--- src/rtl/arm7tdmi_mul_sequencer.sv ---
// Execute-stage issue/writeback controller for the ARM7TDMI multiplier: issues one op,
// holds the pipeline for the internal-cycle count, then writes RdLo/RdHi and N/Z.
module arm7tdmi_mul_sequencer #(
  parameter int EARLY_TERM = 1,
  parameter int FIXED_M    = 4
) (
  input  logic        clk,
  input  logic        rst,
  input  logic        flush,
  input  logic        issue_valid,
  output logic        issue_ready,
  input  logic        op_long,
  input  logic        op_signed,
  input  logic        op_acc,
  input  logic        op_setflags,
  input  logic [3:0]  rd_lo_idx,
  input  logic [3:0]  rd_hi_idx,
  input  logic [31:0] rm_val,
  input  logic [31:0] rs_val,
  input  logic [31:0] acc_lo_val,
  input  logic [31:0] acc_hi_val,
  output logic        mul_en,
  output logic        mul_long,
  output logic        mul_signed,
  output logic        mul_accumulate,
  output logic        mul_set_flags,
  output logic [1:0]  mul_type,
  output logic [31:0] operand_a,
  output logic [31:0] operand_b,
  output logic [31:0] acc_hi,
  output logic [31:0] acc_lo,
  input  logic [31:0] result_hi,
  input  logic [31:0] result_lo,
  input  logic        result_ready,
  input  logic        negative,
  input  logic        zero,
  output logic        stall,
  output logic        wb_en,
  output logic [3:0]  wb_idx,
  output logic [31:0] wb_data,
  output logic        flag_we,
  output logic        flag_n,
  output logic        flag_z
);

  typedef enum logic [1:0] {
    IDLE  = 2'd0,
    EXEC  = 2'd1,
    WB_LO = 2'd2,
    WB_HI = 2'd3
  } state_t;

  state_t      state_r;
  logic [2:0]  icnt_r;
  logic [2:0]  cyc_r;
  logic        got_r;
  logic [31:0] res_hi_r;
  logic [31:0] res_lo_r;
  logic        neg_r;
  logic        zero_r;
  logic [3:0]  rd_lo_r;
  logic [3:0]  rd_hi_r;

  logic        sign_ok_s;
  logic [2:0]  m_s;
  logic [2:0]  i_s;
  logic        done_s;
  logic [31:0] cap_lo_s;
  logic        cap_neg_s;
  logic        cap_zero_s;

  // Early-termination m from Rs; all-ones upper bytes only terminate for signed interpretations.
  always_comb begin
    sign_ok_s = op_signed | ~op_long;
    m_s       = 3'd4;
    if (EARLY_TERM != 0) begin
      if ((rs_val[31:8] == 24'h000000) || (sign_ok_s && (rs_val[31:8] == 24'hFFFFFF))) begin
        m_s = 3'd1;
      end else if ((rs_val[31:16] == 16'h0000) || (sign_ok_s && (rs_val[31:16] == 16'hFFFF))) begin
        m_s = 3'd2;
      end else if ((rs_val[31:24] == 8'h00) || (sign_ok_s && (rs_val[31:24] == 8'hFF))) begin
        m_s = 3'd3;
      end else begin
        m_s = 3'd4;
      end
    end else begin
      m_s = 3'(FIXED_M);
    end
    i_s = m_s + {2'b00, op_acc} + {2'b00, op_long};
  end

  // Leave EXEC once the internal-cycle count has elapsed and a result has arrived.
  always_comb begin
    done_s     = (got_r | result_ready) & (cyc_r >= icnt_r);
    cap_lo_s   = got_r ? res_lo_r : result_lo;
    cap_neg_s  = got_r ? neg_r : negative;
    cap_zero_s = got_r ? zero_r : zero;
  end

  // Sequencer FSM with all outputs registered.
  always_ff @(posedge clk) begin
    if (rst) begin
      state_r        <= IDLE;
      icnt_r         <= 3'd0;
      cyc_r          <= 3'd0;
      got_r          <= 1'b0;
      res_hi_r       <= 32'd0;
      res_lo_r       <= 32'd0;
      neg_r          <= 1'b0;
      zero_r         <= 1'b0;
      rd_lo_r        <= 4'd0;
      rd_hi_r        <= 4'd0;
      issue_ready    <= 1'b0;
      mul_en         <= 1'b0;
      mul_long       <= 1'b0;
      mul_signed     <= 1'b0;
      mul_accumulate <= 1'b0;
      mul_set_flags  <= 1'b0;
      mul_type       <= 2'b00;
      operand_a      <= 32'd0;
      operand_b      <= 32'd0;
      acc_hi         <= 32'd0;
      acc_lo         <= 32'd0;
      stall          <= 1'b0;
      wb_en          <= 1'b0;
      wb_idx         <= 4'd0;
      wb_data        <= 32'd0;
      flag_we        <= 1'b0;
      flag_n         <= 1'b0;
      flag_z         <= 1'b0;
    end else begin
      mul_en  <= 1'b0;
      wb_en   <= 1'b0;
      flag_we <= 1'b0;
      if (flush) begin
        state_r     <= IDLE;
        got_r       <= 1'b0;
        issue_ready <= 1'b1;
        stall       <= 1'b0;
      end else begin
        case (state_r)
          IDLE: begin
            issue_ready <= 1'b1;
            if (issue_valid && issue_ready) begin
              state_r        <= EXEC;
              icnt_r         <= i_s;
              cyc_r          <= 3'd1;
              got_r          <= 1'b0;
              rd_lo_r        <= rd_lo_idx;
              rd_hi_r        <= rd_hi_idx;
              mul_long       <= op_long;
              mul_signed     <= op_signed;
              mul_accumulate <= op_acc;
              mul_set_flags  <= op_setflags;
              mul_type       <= {op_long, op_acc};
              operand_a      <= rm_val;
              operand_b      <= rs_val;
              acc_hi         <= acc_hi_val;
              acc_lo         <= acc_lo_val;
              mul_en         <= 1'b1;
              issue_ready    <= 1'b0;
              stall          <= 1'b1;
            end
          end
          EXEC: begin
            if (!got_r && result_ready) begin
              got_r    <= 1'b1;
              res_hi_r <= result_hi;
              res_lo_r <= result_lo;
              neg_r    <= negative;
              zero_r   <= zero;
            end
            if (done_s) begin
              state_r <= WB_LO;
              wb_en   <= 1'b1;
              wb_idx  <= rd_lo_r;
              wb_data <= cap_lo_s;
              if (!mul_long && mul_set_flags) begin
                flag_we <= 1'b1;
                flag_n  <= cap_neg_s;
                flag_z  <= cap_zero_s;
              end
            end else if (cyc_r != 3'd7) begin
              cyc_r <= cyc_r + 3'd1;
            end
          end
          WB_LO: begin
            if (mul_long) begin
              state_r <= WB_HI;
              wb_en   <= 1'b1;
              wb_idx  <= rd_hi_r;
              wb_data <= res_hi_r;
              if (mul_set_flags) begin
                flag_we <= 1'b1;
                flag_n  <= neg_r;
                flag_z  <= zero_r;
              end
            end else begin
              state_r     <= IDLE;
              got_r       <= 1'b0;
              issue_ready <= 1'b1;
              stall       <= 1'b0;
            end
          end
          WB_HI: begin
            state_r     <= IDLE;
            got_r       <= 1'b0;
            issue_ready <= 1'b1;
            stall       <= 1'b0;
          end
          default: begin
            state_r     <= IDLE;
            got_r       <= 1'b0;
            issue_ready <= 1'b1;
            stall       <= 1'b0;
          end
        endcase
      end
    end
  end

endmodule
--- config.mk ---
export PLATFORM = sky130hd
export DESIGN_NAME = arm7tdmi_mul_sequencer
export DESIGN_NICKNAME = d
export VERILOG_FILES = /design/src/rtl/arm7tdmi_mul_sequencer.sv
export SDC_FILE = /design/constraint.sdc
export NUM_CORES = 1
export LEC_CHECK = 0
export ABC_CLOCK_PERIOD_IN_PS = 2600
export CAP_MARGIN = 15
export CORE_MARGIN = 5
export CORE_UTILIZATION = 44
export DETAILED_ROUTE_END_ITERATION = 8
export GPL_TIMING_DRIVEN = 0
export HOLD_SLACK_MARGIN = 0.1
export PLACE_DENSITY = 0.82
export SLEW_MARGIN = 20
export SYNTH_ARGS = -nofsm -noshare
export SYNTH_HDL_FRONTEND = slang
export SYNTH_SLANG_ARGS = --single-unit
--- constraint.sdc ---
create_clock -name clk -period 2.6 [get_ports clk]
set_input_delay 0.26 -clock clk [delete_from_list [all_inputs] [get_ports clk]]
set_output_delay 0.26 -clock clk [all_outputs]
set_load 0.01 [all_outputs]
==> qor.yml <==
postCtsSetupBuffers: 0
io_pins: 388
dp_slack_ps: -306
synthCells: 1300
status: "completed"
drt_iter0_markers: 777
num_rows: 56
cpPeakStageDelay_ps: 470
synth-seq-cells: 258
power.density_mw_per_mm2: 594
clk_latency_ps: 540
drv_slew: 0
peakVddDrop_uv: 590
synth_top_cell_area_share: 0.502
numPortBuffers: 385
register_area_sq_mm: 0.00516
clk_pin_slew_ps: 60
final.min_clock_period_ps: 2480
cts_buffer_depth: 3
yosysWarnings: 0
p_seq_frac: 0.448
r2r_slack_ps: 120
dr.pass1.iters: 5
grt_pass1_wl_mm: 56.8
grt_max_degree: 14
r2r-start: "state_r[0]"
arrival_ps: 2880
final-setup-viol-count: 0
synth_area_per_cell_sq_um: 7.91
hp-start: "rst"
fin_area_sq_mm: 0.0155
ys_seq_area_frac: 0.502
gp_congestion: 0.908
yosys-top-cells-area: "dfxtp_1 (50%), nand2_1 (15%), a21oi_1 (12%), mux2i_1 (3.5%), or4_1 (2.6%)"
routed_wl_mm: 36.7
combPwrFrac: 0.115
worstPathCellList: "inv_1 -> ha_1 -> nand2b_1 -> a21o_1 -> nor2_2 -> clkbuf_1 -> o21ai_1"
clock_power_share: 0.437
syn_area_sq_mm: 0.0103
p_int_mw: 7.05
whs_ps: 230
fin_nets: 1939
grt_pass1_vias: 10700
skew_ps: 12.5
multiInputGateArea_sq_mm: 0.00463
timing.final.crit_share: 0.955
grt_usage: 0.264
setup_slack_ps: 118
r2r-end: "wb_data[16]"
cts.sinks: 258
yosysMostFrequentCell: "nand2_1"
r2r_cells: 7
numCtsBuffers: 28
p_leak_nw: 5.33
dp_hpwl_mm: 27.7
wl_per_cell_um: 17.9
critPathLaunch: "state_r[0]"
holdPathStages: 3
startpoint_type: "flip-flop"
antennaDiodeCount: 0
endpoint_kind: "flip-flop"
hp-class: "in -> reg"
tightest_slew_ps: 699
cp_slowest_cell: "clkbuf_1"
cts-root-buf: "clkbuf_16"
via_per_inst: 5.21
final_hold_viol_count: 0
p_sw_mw: 2.15
netlist-cell-type-count: 45
drive_gt1_frac: 0.0518
syn2layout_area_growth_pct: 50.7
ys.flop_type: "dfxtp_1"
tritoncts: "done"
synth_common_cells: "nand2_1 (424), dfxtp_1 (258), a21oi_1 (255)"
core_region_area_sq_mm: 0.0233
place_area_sq_mm: 0.0145
die_height_um: 163
switching_share: 0.234
async_reset_ff_frac: 0
num-fill-cells: 1858
cp_data_required_time_ps: 3000
syn-num-nets: 1523
critPathMaxFanout: 10
synth_edf_count: 0
max-cap-violations: 0
worstSetupPathType: "reg -> reg"
slew_headroom: 0.534
antenna_found_initial: 0
max_clock_freq_ghz: 0.403
ant_nets: 0
fp.dieW_um: 163
holdPathEnd: "wb_data[3]"
cts_max_level: 1
initial_core_util: 0.442
rsz0062_at_grt: "no"
die-area_sq_mm: 0.0265
grt-ovfl-total: 0
synth_top_cell_by_area: "dfxtp_1"
drc: 0
num_vias: 10700
[power by group through the flow]
| stage | registers [mW] | clock network (mW) | logic (mW) |
|---|---|---|---|
| floorplan | 4.24 | 0 | 0.361 |
| global placement | 4.20 | 0 | 1.04 |
| detailed placement | 4.21 | 0 | 1.05 |
| CTS | 4.12 | 4.08 | 1.06 |
| global route | 4.13 | 4.28 | 1.15 |
| finish | 4.12 | 4.02 | 1.06 |
[critical path: cells and delay by family (launching register included)]
family,cells,cell delay (ps)
AO/OA/AOI/OAI,2,470
adder cells (fa/ha/maj),1,290
buffers and inverters,2,580
flip-flops,1,390
AND/OR/NAND/NOR,2,620
[metrics by stage]
step                power (mW)  TNS (ps)  std cells   util
finish                    9.20         0       2056  0.666
detailed placement        5.26      -659       2004  0.625
CTS                       9.26         0       2056  0.666
global placement          5.24      -519       2004  0.625
global route              9.56         0       2056  0.666
floorplan                 4.60         0       1300      -
[cell usage in the layout, fill, tap and decap left out, types with 4 or more instances in the layout]
master,netlist,final
a211oi_1,5,5
a21oi_1,255,255
buf_2,26,26
buf_4,6,6
buf_6,4,4
clkbuf_1,63,66
clkbuf_16,0,29
clkbuf_8,0,10
clkdlybuf4s50_1,0,385
clkinv_2,0,6
dfxtp_1,258,258
ha_1,11,11
inv_1,8,8
mux2i_1,36,36
nand2_1,424,424
nand2b_1,36,36
nand3_1,4,4
nand4_1,5,5
nor2_1,44,44
nor3_1,4,4
nor4_1,5,5
o21ai_0,7,7
o21ai_1,30,30
or4_1,35,35
[timing repair]
action | CTS | global route
endpoints found under the setup margin | 0 | 68
hold endpoints to repair | 2 | 0
gates resized for setup | 0 | 2
hold buffers | 1 | 0
[state kept, by name (all words and copies together) (netlist names), 32 cells and up]
signal,flops
acc_hi,32
res_hi_r,32
res_lo_r,32
wb_data,32
operand_b,32
acc_lo,32
operand_a,32
[routing by layer]
metal  wire (um)  vias up  track usage  part of all wire
met1       13900     5006        0.309              0.38
met5           0        -            0                 0
met3        3200       83       0.0676             0.087
met2       18400      453        0.476              0.50
met4        1160        0       0.0801             0.031
li1            -     5175            -                 -
[worst max-delay path by stage]
stage / cells after the start / endpoint / slack [ps]
after floorplan: 9 / icnt_r[2] / 470
after CTS: 8 / rd_hi_r[0] / 90
after global routing: 7 / wb_data[15] / 7
after global placement: 10 / icnt_r[2] / -240
after detailed placement: 10 / icnt_r[2] / -310
final: 7 / wb_data[16] / 120
[cell type report]
| cell class | count | area share |
|---|---|---|
| Sequential cell | 258 | 0.333 |
| Multi-Input combinational cell | 932 | 0.298 |
| Timing Repair Buffer | 386 | 0.249 |
| Clock buffer | 43 | 0.0567 |
| Buffer | 102 | 0.0303 |
| Tap cell | 319 | 0.0257 |
| Clock inverter | 8 | 0.00460 |
| Inverter | 8 | 0.00194 |
[kinds of logic after synthesis]
family | share of synthesized area
simple gates | 0.237
compound gates | 0.159
flops | 0.502
buf+inv | 0.0484
mux | 0.0372
fa+ha+maj | 0.0153
xor+xnor | 0.000851
Note: power is estimated with default switching activity, not from simulation.
